==> config.mk <==
export PLATFORM = sky130hd
export DESIGN_NAME = multicycle_control
export DESIGN_NICKNAME = d
export VERILOG_FILES = /design/src/rtl/multicycle_control_pkg.sv /design/src/rtl/multicycle_control_outputs.sv /design/src/rtl/multicycle_control.sv
export SDC_FILE = /design/constraint.sdc
export NUM_CORES = 1
export LEC_CHECK = 0
export BUFFER_PORTS_ARGS = -buffer_cell sky130_fd_sc_hd__buf_2
export CAP_MARGIN = 20
export CORE_AREA = 4 4 43 45
export CTS_CLUSTER_SIZE = 10
export DETAILED_ROUTE_END_ITERATION = 10
export DIE_AREA = 0 0 47 49
export GPL_TIMING_DRIVEN = 1
export PLACE_DENSITY = 0.71
export SYNTH_ARGS = -nofsm -noshare
export SYNTH_HDL_FRONTEND = slang
export SYNTH_HIERARCHICAL = 1
export SYNTH_SLANG_ARGS = --single-unit
==> constraint.sdc <==
create_clock -name clk -period 1.4 [get_ports clk]
set_input_delay 0.07 -clock clk [delete_from_list [all_inputs] [get_ports clk]]
set_output_delay 0.07 -clock clk [all_outputs]
set_load 0.01 [all_outputs]
==> src/rtl/multicycle_control_pkg.sv <==
// Shared encodings for the multicycle RV32I-subset control unit: opcodes,
// FSM state codes and the datapath mux / ALUOp encodings.
package multicycle_control_pkg;

    localparam logic [6:0] OP_R      = 7'b0110011;
    localparam logic [6:0] OP_I      = 7'b0010011;
    localparam logic [6:0] OP_LOAD   = 7'b0000011;
    localparam logic [6:0] OP_STORE  = 7'b0100011;
    localparam logic [6:0] OP_BRANCH = 7'b1100011;

    typedef enum logic [3:0] {
        S_IDLE      = 4'd0,
        S_FETCH     = 4'd1,
        S_DECODE    = 4'd2,
        S_MEM_ADDR  = 4'd3,
        S_MEM_READ  = 4'd4,
        S_MEM_WB    = 4'd5,
        S_MEM_WRITE = 4'd6,
        S_EXEC_R    = 4'd7,
        S_EXEC_I    = 4'd8,
        S_ALU_WB    = 4'd9,
        S_BRANCH    = 4'd10
    } state_e;

    localparam logic [1:0] SRCA_PC    = 2'b00;
    localparam logic [1:0] SRCA_OLDPC = 2'b01;
    localparam logic [1:0] SRCA_RS1   = 2'b10;

    localparam logic [1:0] SRCB_RS2  = 2'b00;
    localparam logic [1:0] SRCB_FOUR = 2'b01;
    localparam logic [1:0] SRCB_IMM  = 2'b10;

    localparam logic [1:0] ALUOP_ADD    = 2'b00;
    localparam logic [1:0] ALUOP_BRANCH = 2'b01;
    localparam logic [1:0] ALUOP_RTYPE  = 2'b10;
    localparam logic [1:0] ALUOP_ITYPE  = 2'b11;

    function automatic logic op_known(input logic [6:0] op);
        return op inside {OP_R, OP_I, OP_LOAD, OP_STORE, OP_BRANCH};
    endfunction

endpackage

==> src/rtl/multicycle_control_outputs.sv <==
// Moore decode of the FSM state into datapath controls; mem_ready only
// qualifies the fetch write-back and the store retire pulse.
module control_outputs
    import multicycle_control_pkg::*;
(
    input  logic [3:0] state_i,
    input  logic       mem_ready_i,
    output logic       pc_write_o,
    output logic       pc_write_cond_o,
    output logic       iord_o,
    output logic       mem_read_o,
    output logic       mem_write_o,
    output logic       ir_write_o,
    output logic       mem_to_reg_o,
    output logic       reg_write_o,
    output logic [1:0] alu_src_a_o,
    output logic [1:0] alu_src_b_o,
    output logic       pc_source_o,
    output logic [1:0] alu_op_o,
    output logic       retire_o
);

    always_comb begin
        pc_write_o      = 1'b0;
        pc_write_cond_o = 1'b0;
        iord_o          = 1'b0;
        mem_read_o      = 1'b0;
        mem_write_o     = 1'b0;
        ir_write_o      = 1'b0;
        mem_to_reg_o    = 1'b0;
        reg_write_o     = 1'b0;
        alu_src_a_o     = SRCA_PC;
        alu_src_b_o     = SRCB_RS2;
        pc_source_o     = 1'b0;
        alu_op_o        = ALUOP_ADD;
        retire_o        = 1'b0;
        case (state_i)
            S_FETCH: begin
                // PC+4 and the IR load both land only when memory delivers
                mem_read_o  = 1'b1;
                alu_src_b_o = SRCB_FOUR;
                ir_write_o  = mem_ready_i;
                pc_write_o  = mem_ready_i;
            end
            S_DECODE: begin
                // Speculative branch target OldPC+imm parked in ALUOut
                alu_src_a_o = SRCA_OLDPC;
                alu_src_b_o = SRCB_IMM;
            end
            S_MEM_ADDR: begin
                alu_src_a_o = SRCA_RS1;
                alu_src_b_o = SRCB_IMM;
            end
            S_MEM_READ: begin
                mem_read_o = 1'b1;
                iord_o     = 1'b1;
            end
            S_MEM_WB: begin
                reg_write_o  = 1'b1;
                mem_to_reg_o = 1'b1;
                retire_o     = 1'b1;
            end
            S_MEM_WRITE: begin
                mem_write_o = 1'b1;
                iord_o      = 1'b1;
                retire_o    = mem_ready_i;
            end
            S_EXEC_R: begin
                alu_src_a_o = SRCA_RS1;
                alu_src_b_o = SRCB_RS2;
                alu_op_o    = ALUOP_RTYPE;
            end
            S_EXEC_I: begin
                alu_src_a_o = SRCA_RS1;
                alu_src_b_o = SRCB_IMM;
                alu_op_o    = ALUOP_ITYPE;
            end
            S_ALU_WB: begin
                reg_write_o = 1'b1;
                retire_o    = 1'b1;
            end
            S_BRANCH: begin
                alu_src_a_o     = SRCA_RS1;
                alu_src_b_o     = SRCB_RS2;
                alu_op_o        = ALUOP_BRANCH;
                pc_write_cond_o = 1'b1;
                pc_source_o     = 1'b1;
                retire_o        = 1'b1;
            end
            default: ;
        endcase
    end

endmodule

==> src/rtl/multicycle_control.sv <==
// Main control FSM of the multicycle core: state register, opcode-driven
// next-state logic, and the output decoder instance.
module multicycle_control
    import multicycle_control_pkg::*;
(
    input  logic       clk,
    input  logic       reset,
    input  logic [6:0] opcode,
    input  logic       mem_ready,
    output logic       PCWrite,
    output logic       PCWriteCond,
    output logic       IorD,
    output logic       MemRead,
    output logic       MemWrite,
    output logic       IRWrite,
    output logic       MemtoReg,
    output logic       RegWrite,
    output logic [1:0] ALUSrcA,
    output logic [1:0] ALUSrcB,
    output logic       PCSource,
    output logic       ALUOp1,
    output logic       ALUOp0,
    output logic       illegal_op,
    output logic       retire,
    output logic [3:0] state
);

    state_e     state_q, state_d;
    logic [1:0] alu_op;

    always_ff @(posedge clk or posedge reset) begin
        if (reset) state_q <= S_IDLE;
        else       state_q <= state_d;
    end

    always_comb begin
        state_d = state_q;
        case (state_q)
            S_IDLE:  state_d = S_FETCH;
            S_FETCH: if (mem_ready) state_d = S_DECODE;
            S_DECODE: begin
                case (opcode)
                    OP_R:               state_d = S_EXEC_R;
                    OP_I:               state_d = S_EXEC_I;
                    OP_LOAD, OP_STORE:  state_d = S_MEM_ADDR;
                    OP_BRANCH:          state_d = S_BRANCH;
                    default:            state_d = S_FETCH;
                endcase
            end
            // IR still holds the instruction, so the opcode separates lw from sw
            S_MEM_ADDR:  state_d = (opcode == OP_STORE) ? S_MEM_WRITE : S_MEM_READ;
            S_MEM_READ:  if (mem_ready) state_d = S_MEM_WB;
            S_MEM_WRITE: if (mem_ready) state_d = S_FETCH;
            S_EXEC_R, S_EXEC_I:           state_d = S_ALU_WB;
            S_MEM_WB, S_ALU_WB, S_BRANCH: state_d = S_FETCH;
            default:     state_d = S_IDLE;
        endcase
    end

    always_comb begin
        state      = state_q;
        illegal_op = (state_q == S_DECODE) && !op_known(opcode);
        ALUOp1     = alu_op[1];
        ALUOp0     = alu_op[0];
    end

    control_outputs u_outputs (
        .state_i         (state_q),
        .mem_ready_i     (mem_ready),
        .pc_write_o      (PCWrite),
        .pc_write_cond_o (PCWriteCond),
        .iord_o          (IorD),
        .mem_read_o      (MemRead),
        .mem_write_o     (MemWrite),
        .ir_write_o      (IRWrite),
        .mem_to_reg_o    (MemtoReg),
        .reg_write_o     (RegWrite),
        .alu_src_a_o     (ALUSrcA),
        .alu_src_b_o     (ALUSrcB),
        .pc_source_o     (PCSource),
        .alu_op_o        (alu_op),
        .retire_o        (retire)
    );

endmodule
Word level (Yosys, flattened, before mapping)
Cells that the tools add are included.
{ "totals": {"output_inout_bits": 21, "wordCells": 50, "inputBits": 10, "regBits": 4} }
{ "op_classes": {"n_eq_ne": 18, "reduce_logical": 14, "n_mux": 17} }
{ "op_table": {"columns": ["operator", "count"], "rows": [
  ["$pmux W4 S7", 1],
  ["$eq A4 B3 Y1 const B", 4],
  ["$pmux W4 S4", 1],
  ["$eq A7 B6 Y1 const B", 2],
  ["$eq A4 B4 Y1 const B", 3],
  ["$mux W4", 3],
  ["$reduce_or A2 Y1", 5],
  ["$eq A4 B2 Y1 const B", 2],
  ["$pmux W2 S2", 2],
  ["$reduce_or A4 Y1", 2],
  ["$eq A7 B2 Y1 const B", 1],
  ["$eq A7 B5 Y1 const B", 1],
  ["$eq A7 B7 Y1 const B", 1],
  ["$mux W1", 7],
  ["$ne A2 B2 Y1 const B", 3],
  ["$pmux W2 S3", 1],
  ["$reduce_or A3 Y1", 2],
  ["$reduce_bool A5 Y1", 1],
  ["$eq A4 B1 Y1 const B", 1],
  ["$logic_not A4 Y1", 1],
  ["$reduce_and A3 Y1", 1],
  ["$mux W2", 1],
  ["$pmux W1 S2", 1],
  ["$logic_and A1 B1 Y1", 1],
  ["$logic_not A1 Y1", 1]
]} }

Longest topological paths before layout
{ "depth": {"depth_word": 4, "ltp_mapped": 5, "depth_no_buf": 4} }

Cells and area by module
The synthesis kept the hierarchy.
{ "modules_own_cells": {"columns": ["module", "instances", "seq_area_each_um2", "cells_each", "area_each_um2"], "rows": [
  ["multicycle_control", 1, 100.1, 40, 326.6],
  ["control_outputs", 1, 0.0, 32, 212.7]
]} }

Worst setup path before layout
Ideal clock, no wire load.
{ "synth_path": {"path_kind": "register to output", "startpoint": "reg state_q[1] (netlist: state[1])", "endpoint": "out PCWrite", "path_buffers": 2, "stages_incl_launch_ff": 5, "arrival_time_ns": 1.463, "path_slack_ns": -0.133, "t_required_ns": 1.330, "cell_sequence": "dfrtp_1 > buf_6 > nand2b_1 > nor4_1 > buf_4"} }
{ "synth_via": {"elab_chain_len": 2} }
{ "synth_lines": {"columns": ["item", "line_no", "rtl"], "rows": [
  ["start: declaration", "multicycle_control.sv:28", "state_e state_q, state_d;"],
  ["start signal: assignment", "multicycle_control.sv:33", "else state_q <= state_d;"],
  ["$eq A4 B1 Y1", null, null],
  ["$mux W1", null, null],
  ["end: declaration", "multicycle_control.sv:10", "output logic PCWrite,"]
]} }
No other way between the ends.

Worst setup path after layout
{ "layout_path": {"startpoint": "reg state_q[2] (netlist: state[2])", "endpoint": "out illegal_op"} }
{ "layout_via": {"elab_chain_len": 2} }
{ "layout_lines": {"columns": ["item", "line_no", "rtl"], "rows": [
  ["$eq A4 B2 Y1", "multicycle_control.sv:62", "illegal_op = (state_q == S_DECODE) && !op_known(opcode);"],
  ["$logic_and A1 B1 Y1", "multicycle_control.sv:62", null],
  ["end: declaration", "multicycle_control.sv:23", "output logic illegal_op,"]
]} }
No other way between the ends.

==> results.md <==
- Worst Min Path Start: opcode[5]
- Worst r2r src: state[2]
- Boundary pin count: 31
- CP Launch Type: flip-flop
- Nets@finish: 137
- Hold Crit Endpoint: state[2]
- Most frequent cells in the layout: buf_2, buf_4, buf_6
- GRT Residual Overflow: 0
- Final Hold Fails: 0
- Vias in the first global route: 605
- Final core occ: 70.7%
- Wire length per cell: 13.6 um
- Commonest non-fill, non-tap cell in the layout: buf_2
- Cell Rows: 14
- Peak VDD IR: 919 uV
- Post-synthesis cell area: 539 sq um
- Largest net degree at the start of global routing: 12
- Die area: 0.00230 sq mm
- TritonRoute pass-1 iters: 4
- Mux cell area share after synthesis: 0%
- Hold path cells: 3
- Violated checks: setup timing
- Final Slew Violations: 0
- R2R cell count: 5
- Total Wirelength: 1910 um
- Fill cells: 127
- Hold WC Path Type: in2reg
- Max FO, Critical Path: 2
- Synth Area in Adders: 0%
- Synth Area in XOR/XNOR: 4.87%
- Finished Cell Area: 0.00104 sq mm
- Worst Path Required: 1.33 ns
- Syn Nets: 82
- Worst-Margin Slew: 0.236 ns
- Largest register FFs: 4
- Antenna diode count: 0
- Worst Setup Path Type: reg2out
- Clk Latency, worst-skew pair: 0.25 ns
- Dominant combinational cell family by area after synthesis: simple AND/OR/NAND/NOR gates
- Register area share after synthesis: 18.6%
- Max Cap Viol: 0
- Cell variety after synth: 32
- Synth area leader: dfrtp_1
- Synth warn: 6
- R2R setup slack: -0.06 ns
- CTS tree: done
- H-tree levels: 1
- Minimum clock period: 1.56 ns
- Clock sink count: 4
- Synth Area in Compound Gates: 21.8%
- Final worst-path cycle share: 111%
- Synth Register Bits: 4
- Final setup fails: 13
- CORE AREA: 0.00147 sq mm
- Leakage power: 0.000510 uW
- Clock transition at path regs: 0.04 ns
- DP HPWL: 1170 um
- GR Util All Layers: 15.2%
- Die Y: 49 um
- Maximum clock insertion buffer count: 2
- Die width: 47 um
- Power Density: 1920 mW/mm^2
- Layout Skew: 0.00179 ns
- RSZ-0062 raised after global routing: true
- FMAX: 642 MHz
- FF+latch area: 103 sq um
- Multi-input logic area: 464 sq um
- Placed Area: 737 sq um
- Run status: finished, violations left
- Initial antenna violation count: 0
- Post-route antenna net violation count: 0
- Synth-to-layout area growth: 93.0%
- CTS Root Cell: clkbuf_4
- Avg Vias per Cell: 5.35
- Critical Path AT: 1.49 ns
- Mapped Avg Cell Area: 7.49 sq um
- Routability cong.: 0.760
- Share of layout cells above drive strength 1: 64.8%
- Drt drc: 0
- Yosys top cell area share: 18.6%
- Vias: 754
- Kind of end point of the critical path: output pin
- Cells after Synth: 72
- First-pass GRT wire length: 2550 um
- Initial Util: 36.6%
- Setup ws final: -0.158 ns
- Slew HR: 84.2%
- Post-Synth Simple-Gate Area: 40.4%
- R2r endpoint: state[1]
- Cts bufs inserted: 3
- # port buffers: 30
- DRT iter0 DRCs: 31
- Synth top area cells: dfrtp_1, nand2b_1, nor2_1
-- metrics by stage --
step | TNS, ns | power, uW | std cells | hold slack, ns | worst slack, ns
finish | -0.749 | 2000 | 141 | 0.0910 | -0.158
global route | -1.75 | 2140 | 141 | 0.139 | -0.205
CTS | -0.936 | 1610 | 131 | 0.107 | -0.148
detailed placement | 0 | 1280 | 120 | -0.0347 | 0.0691
global placement | 0 | 1260 | 120 | -0.0417 | 0.0850
floorplan | -0.0378 | 942 | 72 | -0.164 | -0.0378
-- power by group --
| part | leakage (uW) | switching, uW | internal (uW) | total [uW] |
|---|---|---|---|---|
| clock network | 0.0000138 | 57.7 | 96.5 | 154 |
| logic | 0.000447 | 737 | 887 | 1620 |
| registers | 0.0000484 | 57.3 | 161 | 218 |
-- worst max path at each step --
stage	startpoint	endpoint	slack, ns
finish	state[2]	illegal_op	-0.16
global route	state[2]	illegal_op	-0.21
CTS	state[3]	illegal_op	-0.15
detailed placement	state[2]	state[1]	0.07
global placement	state[0]	state[1]	0.09
floorplan	state[2]	state[1]	-0.04
-- cells by family (layout without fill, tap and decap cells) --
group | Yosys count | in the layout
and+or+nand+nor | 36 | 36
AOI/OAI and AO/OA | 18 | 18
buffers and inverters | 11 | 64
DFF | 4 | 4
xor gates and xnor gates | 3 | 3
-- worst max-delay path, stage by stage (launching register included) --
cell and delay [ns]:
dfrtp_1 0.40, or4b_4 0.56, a21oi_2 0.13, buf_2 0.14
-- final cells by class --
type,count,area share [%]
flip-flops and latches,4,9.86
inverters,3,1.08
clock buffers,3,2.16
well taps,16,1.92
repair buffers,58,40.4
multi-input cells,57,44.6
-- routing by layer --
metal | global-route usage [%] | vias to the layer above | part of all wire, %
met5 | 0 | - | 0
met3 | 3.32 | 9 | 8.3
met1 | 16.7 | 344 | 36
met4 | 9.68 | 0 | 4.0
met2 | 24.7 | 37 | 51
li1 | - | 364 | -
-- synthesized netlist by cell type --
| library cell | number |
|---|---|
| a21oi_1 | 4 |
| nand2b_1 | 6 |
| a2bb2oi_1 | 1 |
| or4b_4 | 2 |
| or3b_1 | 1 |
| o21ai_0 | 2 |
| a32oi_1 | 1 |
| nand3_1 | 1 |
| nor3_1 | 3 |
| buf_6 | 3 |
| nor2_1 | 10 |
| a31oi_1 | 1 |
| nand2_1 | 2 |
| o21ai_2 | 1 |
| nand4_1 | 1 |
| and3_1 | 1 |
| and2b_1 | 1 |
| inv_1 | 3 |
| a311oi_1 | 1 |
| buf_4 | 3 |
| dfrtp_1 | 4 |
| o31ai_1 | 1 |
| o22ai_1 | 3 |
| nor2b_1 | 3 |
| nor2_2 | 1 |
| o21ai_1 | 1 |
| nor4_1 | 1 |
| and4bb_2 | 1 |
| xnor2_1 | 3 |
| buf_2 | 2 |
| or2b_1 | 2 |
| a22oi_1 | 2 |
-- what timing repair did --
| action | CTS | global route |
|---|---|---|
| buffers inserted | 7 | 10 |
| gates cloned | 0 | 0 |
| resized for setup | 5 | 27 |
| hold buffers | 1 | 0 |
| endpoints found under the setup margin | 10 | 20 |
| hold endpoints to repair | 4 | 0 |
| pin swaps | 5 | 10 |
Note: power is estimated with default switching activity, not from simulation.
